`src/rtl/rtc_disp_pkg.sv`:
```
// Shared constants and types for the RTC clock/timer VGA display path.
package rtc_disp_pkg;

    localparam int unsigned N_CLOCK_DEF  = 9;
    localparam int unsigned N_TIMER_DEF  = 4;
    localparam int unsigned WAIT_MAX_DEF = 15;
    localparam int unsigned ROW_W_DEF    = 4;

    localparam logic [9:0] H_LAST = 10'd639;
    localparam logic [9:0] V_LAST = 10'd479;

    localparam logic [3:0] F_CENT   = 4'd0;
    localparam logic [3:0] F_SEC    = 4'd1;
    localparam logic [3:0] F_MIN    = 4'd2;
    localparam logic [3:0] F_HOUR   = 4'd3;
    localparam logic [3:0] F_DATE   = 4'd4;
    localparam logic [3:0] F_MONTH  = 4'd5;
    localparam logic [3:0] F_YEAR   = 4'd6;
    localparam logic [3:0] F_WDAY   = 4'd7;
    localparam logic [3:0] F_WEEK   = 4'd8;
    localparam logic [3:0] F_TCENT  = 4'd9;
    localparam logic [3:0] F_TSEC   = 4'd10;
    localparam logic [3:0] F_TMIN   = 4'd11;
    localparam logic [3:0] F_THOUR  = 4'd12;

    localparam logic [6:0] ASCII_0     = 7'h30;
    localparam logic [6:0] ASCII_SPACE = 7'h20;
    localparam logic [6:0] ASCII_DASH  = 7'h2D;
    localparam logic [6:0] ASCII_QMARK = 7'h3F;

    typedef enum logic [2:0] {
        StIdle,
        StReq,
        StWait,
        StNext,
        StSwap
    } cap_state_e;

endpackage

```
`src/rtl/bcd_to_ascii.sv`:
```
// One BCD nibble to its ASCII digit code; non-decimal nibbles become '?'.
module bcd_to_ascii
    import rtc_disp_pkg::*;
(
    input  logic [3:0] nibble_i,
    output logic [6:0] char_o
);

    always_comb begin
        if (nibble_i > 4'd9) begin
            char_o = ASCII_QMARK;
        end else begin
            char_o = ASCII_0 + {3'b000, nibble_i};
        end
    end

endmodule

```
`src/rtl/rtc_frame_capture.sv`:
```
// Frame-synchronised RTC field capture into a double-buffered ASCII bank,
// with a registered font-ROM address read port on the display bank.
module rtc_frame_capture
    import rtc_disp_pkg::*;
#(
    parameter int unsigned N_CLOCK  = N_CLOCK_DEF,
    parameter int unsigned N_TIMER  = N_TIMER_DEF,
    parameter int unsigned WAIT_MAX = WAIT_MAX_DEF,
    parameter int unsigned ROW_W    = ROW_W_DEF
) (
    input  logic               clk,
    input  logic               reset,
    input  logic [9:0]         pixel_x,
    input  logic [9:0]         pixel_y,
    input  logic               timer_en,
    output logic               req_valid,
    output logic [3:0]         req_field,
    input  logic [7:0]         dato_rtc,
    input  logic               dato_valid,
    input  logic [3:0]         rd_field,
    input  logic               rd_digit,
    input  logic [ROW_W-1:0]   rd_row,
    output logic [7+ROW_W-1:0] rd_addr,
    output logic               frame_ok,
    output logic               overrun
);

    localparam int unsigned NF = N_CLOCK + N_TIMER;
    localparam int unsigned CW = $clog2(WAIT_MAX + 1);

    // bank[sel][field][digit]: digit 0 = tens, 1 = units
    typedef logic [1:0][NF-1:0][1:0][6:0] bank_t;

    cap_state_e          state_q, state_d;
    logic [3:0]          idx_q, idx_d;
    logic [3:0]          last_q, last_d;
    logic [CW-1:0]       cnt_q, cnt_d;
    logic                req_valid_q, req_valid_d;
    logic [3:0]          req_field_q, req_field_d;
    logic                frame_ok_q, frame_ok_d;
    logic                overrun_q, overrun_d;
    logic                sel_q, sel_d;
    bank_t               bank_q, bank_d;
    logic [7+ROW_W-1:0]  rd_addr_q, rd_addr_d;

    logic       tick;
    logic       shadow;
    logic [6:0] tens_char, units_char;
    logic [6:0] rd_char;

    bcd_to_ascii u_tens (
        .nibble_i (dato_rtc[7:4]),
        .char_o   (tens_char)
    );

    bcd_to_ascii u_units (
        .nibble_i (dato_rtc[3:0]),
        .char_o   (units_char)
    );

    assign tick   = (pixel_x == H_LAST) && (pixel_y == V_LAST);
    assign shadow = ~sel_q;

    always_comb begin
        state_d     = state_q;
        idx_d       = idx_q;
        last_d      = last_q;
        cnt_d       = cnt_q;
        req_valid_d = 1'b0;
        req_field_d = req_field_q;
        frame_ok_d  = 1'b0;
        overrun_d   = overrun_q;
        sel_d       = sel_q;
        bank_d      = bank_q;

        unique case (state_q)
            StIdle: begin
                if (tick) begin
                    last_d  = timer_en ? 4'(NF - 1) : 4'(N_CLOCK - 1);
                    idx_d   = '0;
                    state_d = StReq;
                end
            end
            StReq: begin
                req_valid_d = 1'b1;
                req_field_d = idx_q;
                cnt_d       = '0;
                state_d     = StWait;
            end
            StWait: begin
                if (dato_valid) begin
                    bank_d[shadow][idx_q][0] = tens_char;
                    bank_d[shadow][idx_q][1] = units_char;
                    state_d = StNext;
                end else if (cnt_q == CW'(WAIT_MAX)) begin
                    bank_d[shadow][idx_q][0] = ASCII_DASH;
                    bank_d[shadow][idx_q][1] = ASCII_DASH;
                    state_d = StNext;
                end else begin
                    cnt_d = cnt_q + CW'(1);
                end
            end
            StNext: begin
                if (idx_q == last_q) begin
                    state_d = StSwap;
                end else begin
                    idx_d   = idx_q + 4'd1;
                    state_d = StReq;
                end
            end
            StSwap: begin
                // Fields beyond this frame's count (timer off) are blanked
                for (int f = 0; f < int'(NF); f++) begin
                    if (f > int'(last_q)) begin
                        bank_d[shadow][4'(f)][0] = ASCII_SPACE;
                        bank_d[shadow][4'(f)][1] = ASCII_SPACE;
                    end
                end
                if (pixel_y <= V_LAST) begin
                    sel_d      = ~sel_q;
                    frame_ok_d = 1'b1;
                    state_d    = StIdle;
                end
            end
            default: state_d = StIdle;
        endcase

        // Capture ran into the next frame: drop it, keep the display bank
        if ((state_q == StReq || state_q == StWait || state_q == StNext) &&
            (pixel_y == 10'd0)) begin
            state_d     = StIdle;
            req_valid_d = 1'b0;
            overrun_d   = 1'b1;
        end
    end

    always_comb begin
        rd_char = ASCII_SPACE;
        if (rd_field < 4'(NF)) begin
            rd_char = bank_q[sel_q][rd_field][rd_digit];
        end
        rd_addr_d = {rd_char, rd_row};
    end

    always_ff @(posedge clk or posedge reset) begin
        if (reset) begin
            state_q     <= StIdle;
            idx_q       <= '0;
            last_q      <= '0;
            cnt_q       <= '0;
            req_valid_q <= 1'b0;
            req_field_q <= '0;
            frame_ok_q  <= 1'b0;
            overrun_q   <= 1'b0;
            sel_q       <= 1'b0;
            bank_q      <= {(NF * 4){ASCII_SPACE}};
            rd_addr_q   <= '0;
        end else begin
            state_q     <= state_d;
            idx_q       <= idx_d;
            last_q      <= last_d;
            cnt_q       <= cnt_d;
            req_valid_q <= req_valid_d;
            req_field_q <= req_field_d;
            frame_ok_q  <= frame_ok_d;
            overrun_q   <= overrun_d;
            sel_q       <= sel_d;
            bank_q      <= bank_d;
            rd_addr_q   <= rd_addr_d;
        end
    end

    assign req_valid = req_valid_q;
    assign req_field = req_field_q;
    assign frame_ok  = frame_ok_q;
    assign overrun   = overrun_q;
    assign rd_addr   = rd_addr_q;

endmodule

```
`config.mk`:
```
export PLATFORM = sky130hd
export DESIGN_NAME = rtc_frame_capture
export DESIGN_NICKNAME = d
export VERILOG_FILES = /design/src/rtl/rtc_disp_pkg.sv /design/src/rtl/bcd_to_ascii.sv /design/src/rtl/rtc_frame_capture.sv
export SDC_FILE = /design/constraint.sdc
export NUM_CORES = 1
export LEC_CHECK = 0
export ABC_AREA = 1
export CAP_MARGIN = 25
export CORE_MARGIN = 2
export CORE_UTILIZATION = 55
export DETAILED_ROUTE_END_ITERATION = 6
export PLACE_DENSITY = 0.72
export SLEW_MARGIN = 5
export SYNTH_ARGS = -nofsm -noshare
export SYNTH_HDL_FRONTEND = slang
export SYNTH_SLANG_ARGS = --single-unit
```
`constraint.sdc`:
```
create_clock -name clk -period 16.55 [get_ports clk]
set_input_delay 3.31 -clock clk [delete_from_list [all_inputs] [get_ports clk]]
set_output_delay 3.31 -clock clk [all_outputs]
set_load 0.01 [all_outputs]
```
* After elaboration in Yosys (flattened, before gate mapping)
Cells that the tools add are included.
** Cells by class
- Bitwise operators :: 70
- $add $sub $neg :: 4
- Order comparisons :: 23
- Multiplexer cells :: 92
- Eq/ne operators :: 16
- Reduce and logical (&&, ||, !) cells :: 17
** Operators by type and width (count)
- $mux W364 :: 25
- $and A312 B312 Y312 :: 24
- $not A312 Y312 :: 15
- $demux W182 S1 :: 17
- $or A52 B52 Y52 :: 24
- $bwmux W364 :: 2
- $mux W182 :: 4
- $pmux W364 S2 :: 1
- $or A208 B208 Y208 :: 2
- $and A156 B156 Y156 :: 2
- $not A156 Y156 :: 2
- $demux W14 S4 :: 2
- $mux W112 :: 1
- $mux W105 :: 1
- $mux W98 :: 1
- $mux W91 :: 1
- $mux W84 :: 1
- $mux W77 :: 1
- $mux W70 :: 1
- $mux W63 :: 1
- $bmux W14 S4 :: 1
- $mux W56 :: 1
- $mux W49 :: 1
- $mux W42 :: 1
- other kinds (41) :: 90
** Storage, ports and cells
- Word-level logic and storage cells :: 284
- Output and inout bits :: 18
- Bits of input ports :: 41
- Bits in registers :: 398

* Depth between registers and ports, before layout
- Word-level depth :: 54
- Mapped depth :: 13
- Gate-level depth less buffers :: 11

* Cells and area by module
Synthesis repeated with hierarchy kept, for this count alone.
** Second synthesis, totals
- Cells, all modules :: 2911
- Area total of the unflattened synthesis :: 21381.8 µm²
** By module, submodules not included
- rtc_frame_capture :: area an instance 21251.6 µm², cells an instance 2885, sequential area each 9974.6 µm², instances 1
- bcd_to_ascii :: area an instance 65.1 µm², cells an instance 13, sequential area each 0.0 µm², instances 2

* Least setup slack after synthesis
Ideal clock, no wire load.
- Path type :: input -> register
- Start :: in dato_valid
- End :: reg bank_q[200] in the netlist's numbering
- Data required time :: 16.428 ns
- Path slack :: 11.926 ns
- Buffers on the path :: 2
- Library setup time :: 0.122 ns
- Cell stages on the path :: 11
- Arrival :: 4.502 ns
- Path through :: buf_4 -> inv_4 -> nand2_2 -> nor2_2 -> inv_2 -> nand2_2 -> nor2_8 -> buf_12 -> o21ai_2 -> nand2_1 -> o21ai_1
** Between the ends
- Cells in the longest elaborated chain, start to end :: 2
- Elaborated cells between the ends (all ways) :: 4
- Those cells by class :: eq/ne: 1; mux: 2; reduce/logical: 1
** Ends and longest elaborated chain
- start: declaration :: RTL line rtc_frame_capture.sv:19 : input logic dato_valid,
- $mux W364 or $ne A3 B3 Y1 (tied branches)
- $pmux W364 S2 or $reduce_and A2 Y1 (tied branches)
- end signal: assignment :: RTL line rtc_frame_capture.sv:156 : bank_q <= {(NF * 4){ASCII_SPACE}};
- end signal: assignment :: RTL line rtc_frame_capture.sv:168 : bank_q <= bank_d;
- end: declaration :: RTL line rtc_frame_capture.sv:43 : bank_t bank_q, bank_d;
Parallel ways exist; a longest one is shown, timed or not.
A chain may end at the register's enable or synchronous reset.

* Worst setup path in the final report
- Start :: in dato_valid
- End :: reg bank_q[360] in the netlist's numbering
The elaborated chain is that of the path after synthesis.

==> results.cfg <==
[power_and_ir_drop]
p_sw_share_pct = 34.1
p_int_mw = 2.01
power_leakage_nw = 11.4
ir_drop_uv = 82.1
p_seq_share_pct = 42.2
powerDensity_nw_per_um2 = 130
pwr-share-comb_pct = 24.7
p_clk_share_pct = 33.1
p_sw_mw = 1.04

[grt]
antenna_found_initial = 1
grt_max_degree = 93
grt_pass1_wl_um = 105000
track_usage_pct = 33.1
grt_pass1_vias = 18600
grt.overflow.total = 0

[clocking]
clk_path_buf_depth = 3
root_buffer = clkbuf_16
numCtsBuffers = 45
cts_hold_buf = 0
post_cts_buffers = 0
cts_tree = yes
cts.htree.levels = 2
insertion_delay_ps = 610
postCtsResizedCells = 0
path_clk_slew_ps = 60
cts.sinks = 396

[route]
via_count = 19800
vias_per_cell = 5.95
wire_per_inst_um = 20.0
firstDrtPassIters = 6
top_layer_used = met4
wl_met1_um = 27400
drt_wl_total_um = 66400
drt_iter0_markers = 2432
dr_wl_met3_um = 7390
drt.antenna.violating_nets = 0
wl_met2_um = 28700
drc_errors = 0

[sta]
finalClockSkew_ps = 27.4
report.final.slew_viol_count = 0
setup_violations = 0
fin_setup_tns_ps = 0
worst_pin_slew_ps = 1070
relSlewSlack_pct = 28.4
timing.final.crit_period_ps = 6180
rsz0062_at_grt = no
max_freq_mhz = 162
finalWorstSetupSlack_ps = 10370
timing.final.crit_share_pct = 37.3
finalHoldViolCount = 0
fin_hold_ws_ps = 467

[synth]
ys_seq_elements = 396
synthesis.area_um2 = 21200
synth_cell_types = 46
synth_edf_count = 0
synth-seq-area-share_pct = 46.9
syn_area_per_cell_um2 = 7.60
yosysWarnings = 0
syn-num-nets = 2843
async_flop_share_pct = 100
ys.flop_type = dfrtp_1
synth_cells = 2797

[final_layout]
final_cell_count_no_fill = 3326
area_growth_pct = 10.5
final_nets = 2823
drive_gt1_share_pct = 9.70
fin_util_pct = 62.0

[run_status]
status = finished, final reports clean

[setup_path]
start_kind = primary input
cp-end-kind = register
cp.arrival_ps = 6650
crit_fanout = 63
crit_type = in -> reg
required_ps = 17020

[place]
dp_cells = 3239
hpwl_um = 43400
dp_slack_ps = 9950
port_buffers = 58
gp_congestion = 0.966

[floorplan]
core_area_um2 = 37800
dieHeight_um = 201
boundaryPins = 59
rows = 71
dieArea_um2 = 40200
die_x_um = 201
start_util_pct = 56.1

[worst_hold_path]
hold_path.class = reg -> reg

[run]
max-cap-violations = 0
[cells in the mapped netlist (all sizes together), types with 7 or more instances]
library cell,n,area (um2)
nand3,266,1340
o21bai,22,214
o221ai,9,78.8
a22oi,20,150
or2,8,50.1
a21oi,154,774
o22ai,54,338
nor2,120,549
o21ai,270,1630
dfstp,52,1370
nand2,933,3540
a31oi,41,257
o211ai,25,188
buf,99,578
clkbuf,51,191
dfrtp,344,8610
inv,286,1080
nand4,7,43.8
[layout by cell type (no fill, tap or decap), drive strengths merged, types with 4 or more instances in the layout]
master           n
a31oi           41
clkbuf          75
o211ai          25
clkdlybuf4s50   56
or2              8
a21oi          154
inv            288
nand3          266
dfstp           52
o221ai           9
a22oi           20
ha               5
nor3             6
nand3b           4
nand2          933
clkinv          10
nand4            7
nor2           120
o31ai            6
buf             27
o22ai           54
o21ai          270
o21bai          22
dfrtp          344
[metrics by stage]
stage	instance area (um2)	power [mW]
after floorplan	21200	1.84
after global placement	21900	2.00
after detailed placement	21900	2.04
after CTS	23400	3.04
after global routing	23500	3.20
final	23500	3.05
[worst max-delay path: stages]
cell and delay [ps]:
clkdlybuf4s50_1 400, buf_4 270, inv_4 620, nand2_2 140, nand2_2 570, inv_2 380, nand2_1 430, inv_1 170
o32ai_1 180, inv_1 100
[flip-flops by register name, indices dropped and copies added (netlist names)]
register,cells
bank_q,364
state_q,3
req_field,4
req_valid,1
frame_ok,1
rd_addr,11
idx_q,4
cnt_q,4
sel_q,1
overrun,1
last_q,2
[area by class of cell]
class | instances | area [um2]
diodes | 1 | 2.50
clock buffers | 75 | 1390
clock inverters | 9 | 96.3
fillers | 3304 | 14400
inverters | 290 | 1110
multi-input cells | 1961 | 9420
flip-flops and latches | 396 | 9980
well taps | 511 | 639
repair buffers | 83 | 846
[logic make-up after synthesis]
family,count (synthesis),synth area share [%]
simple gates,1344,26.2
buf+inv,440,8.77
flops,396,46.9
fa+ha+maj,5,0.294
xor+xnor,4,0.165
compound gates,608,17.6
[worst paths after layout]
check                      slack [ps]  cells after the start           to         from
max                             10370                     10  bank_q[360]   dato_valid
min                               470                      2  bank_q[341]  bank_q[341]
max reg2reg                     12430                      8  bank_q[219]        sel_q
min reg2reg                       470                      2  bank_q[341]  bank_q[341]
max in group asynchronous       11200                      5  bank_q[334]        reset
min in group asynchronous        3170                      2   state_q[1]        reset
[metal layers]
metal	GRT usage, %	vias up
met5	0	-
met4	13.8	0
met3	8.17	193
met2	48.7	1131
met1	46.9	9342
li1	-	9125
[power groups by stage]
stage               clock [mW]  sequential, mW  combinational, mW
floorplan                    0            1.27              0.562
detailed placement           0            1.30              0.737
global placement             0            1.29              0.711
CTS                       1.02            1.29              0.741
finish                    1.01            1.29              0.754
global route              1.06            1.31              0.834
No activity file was read; power rests on OpenSTA's default activity.
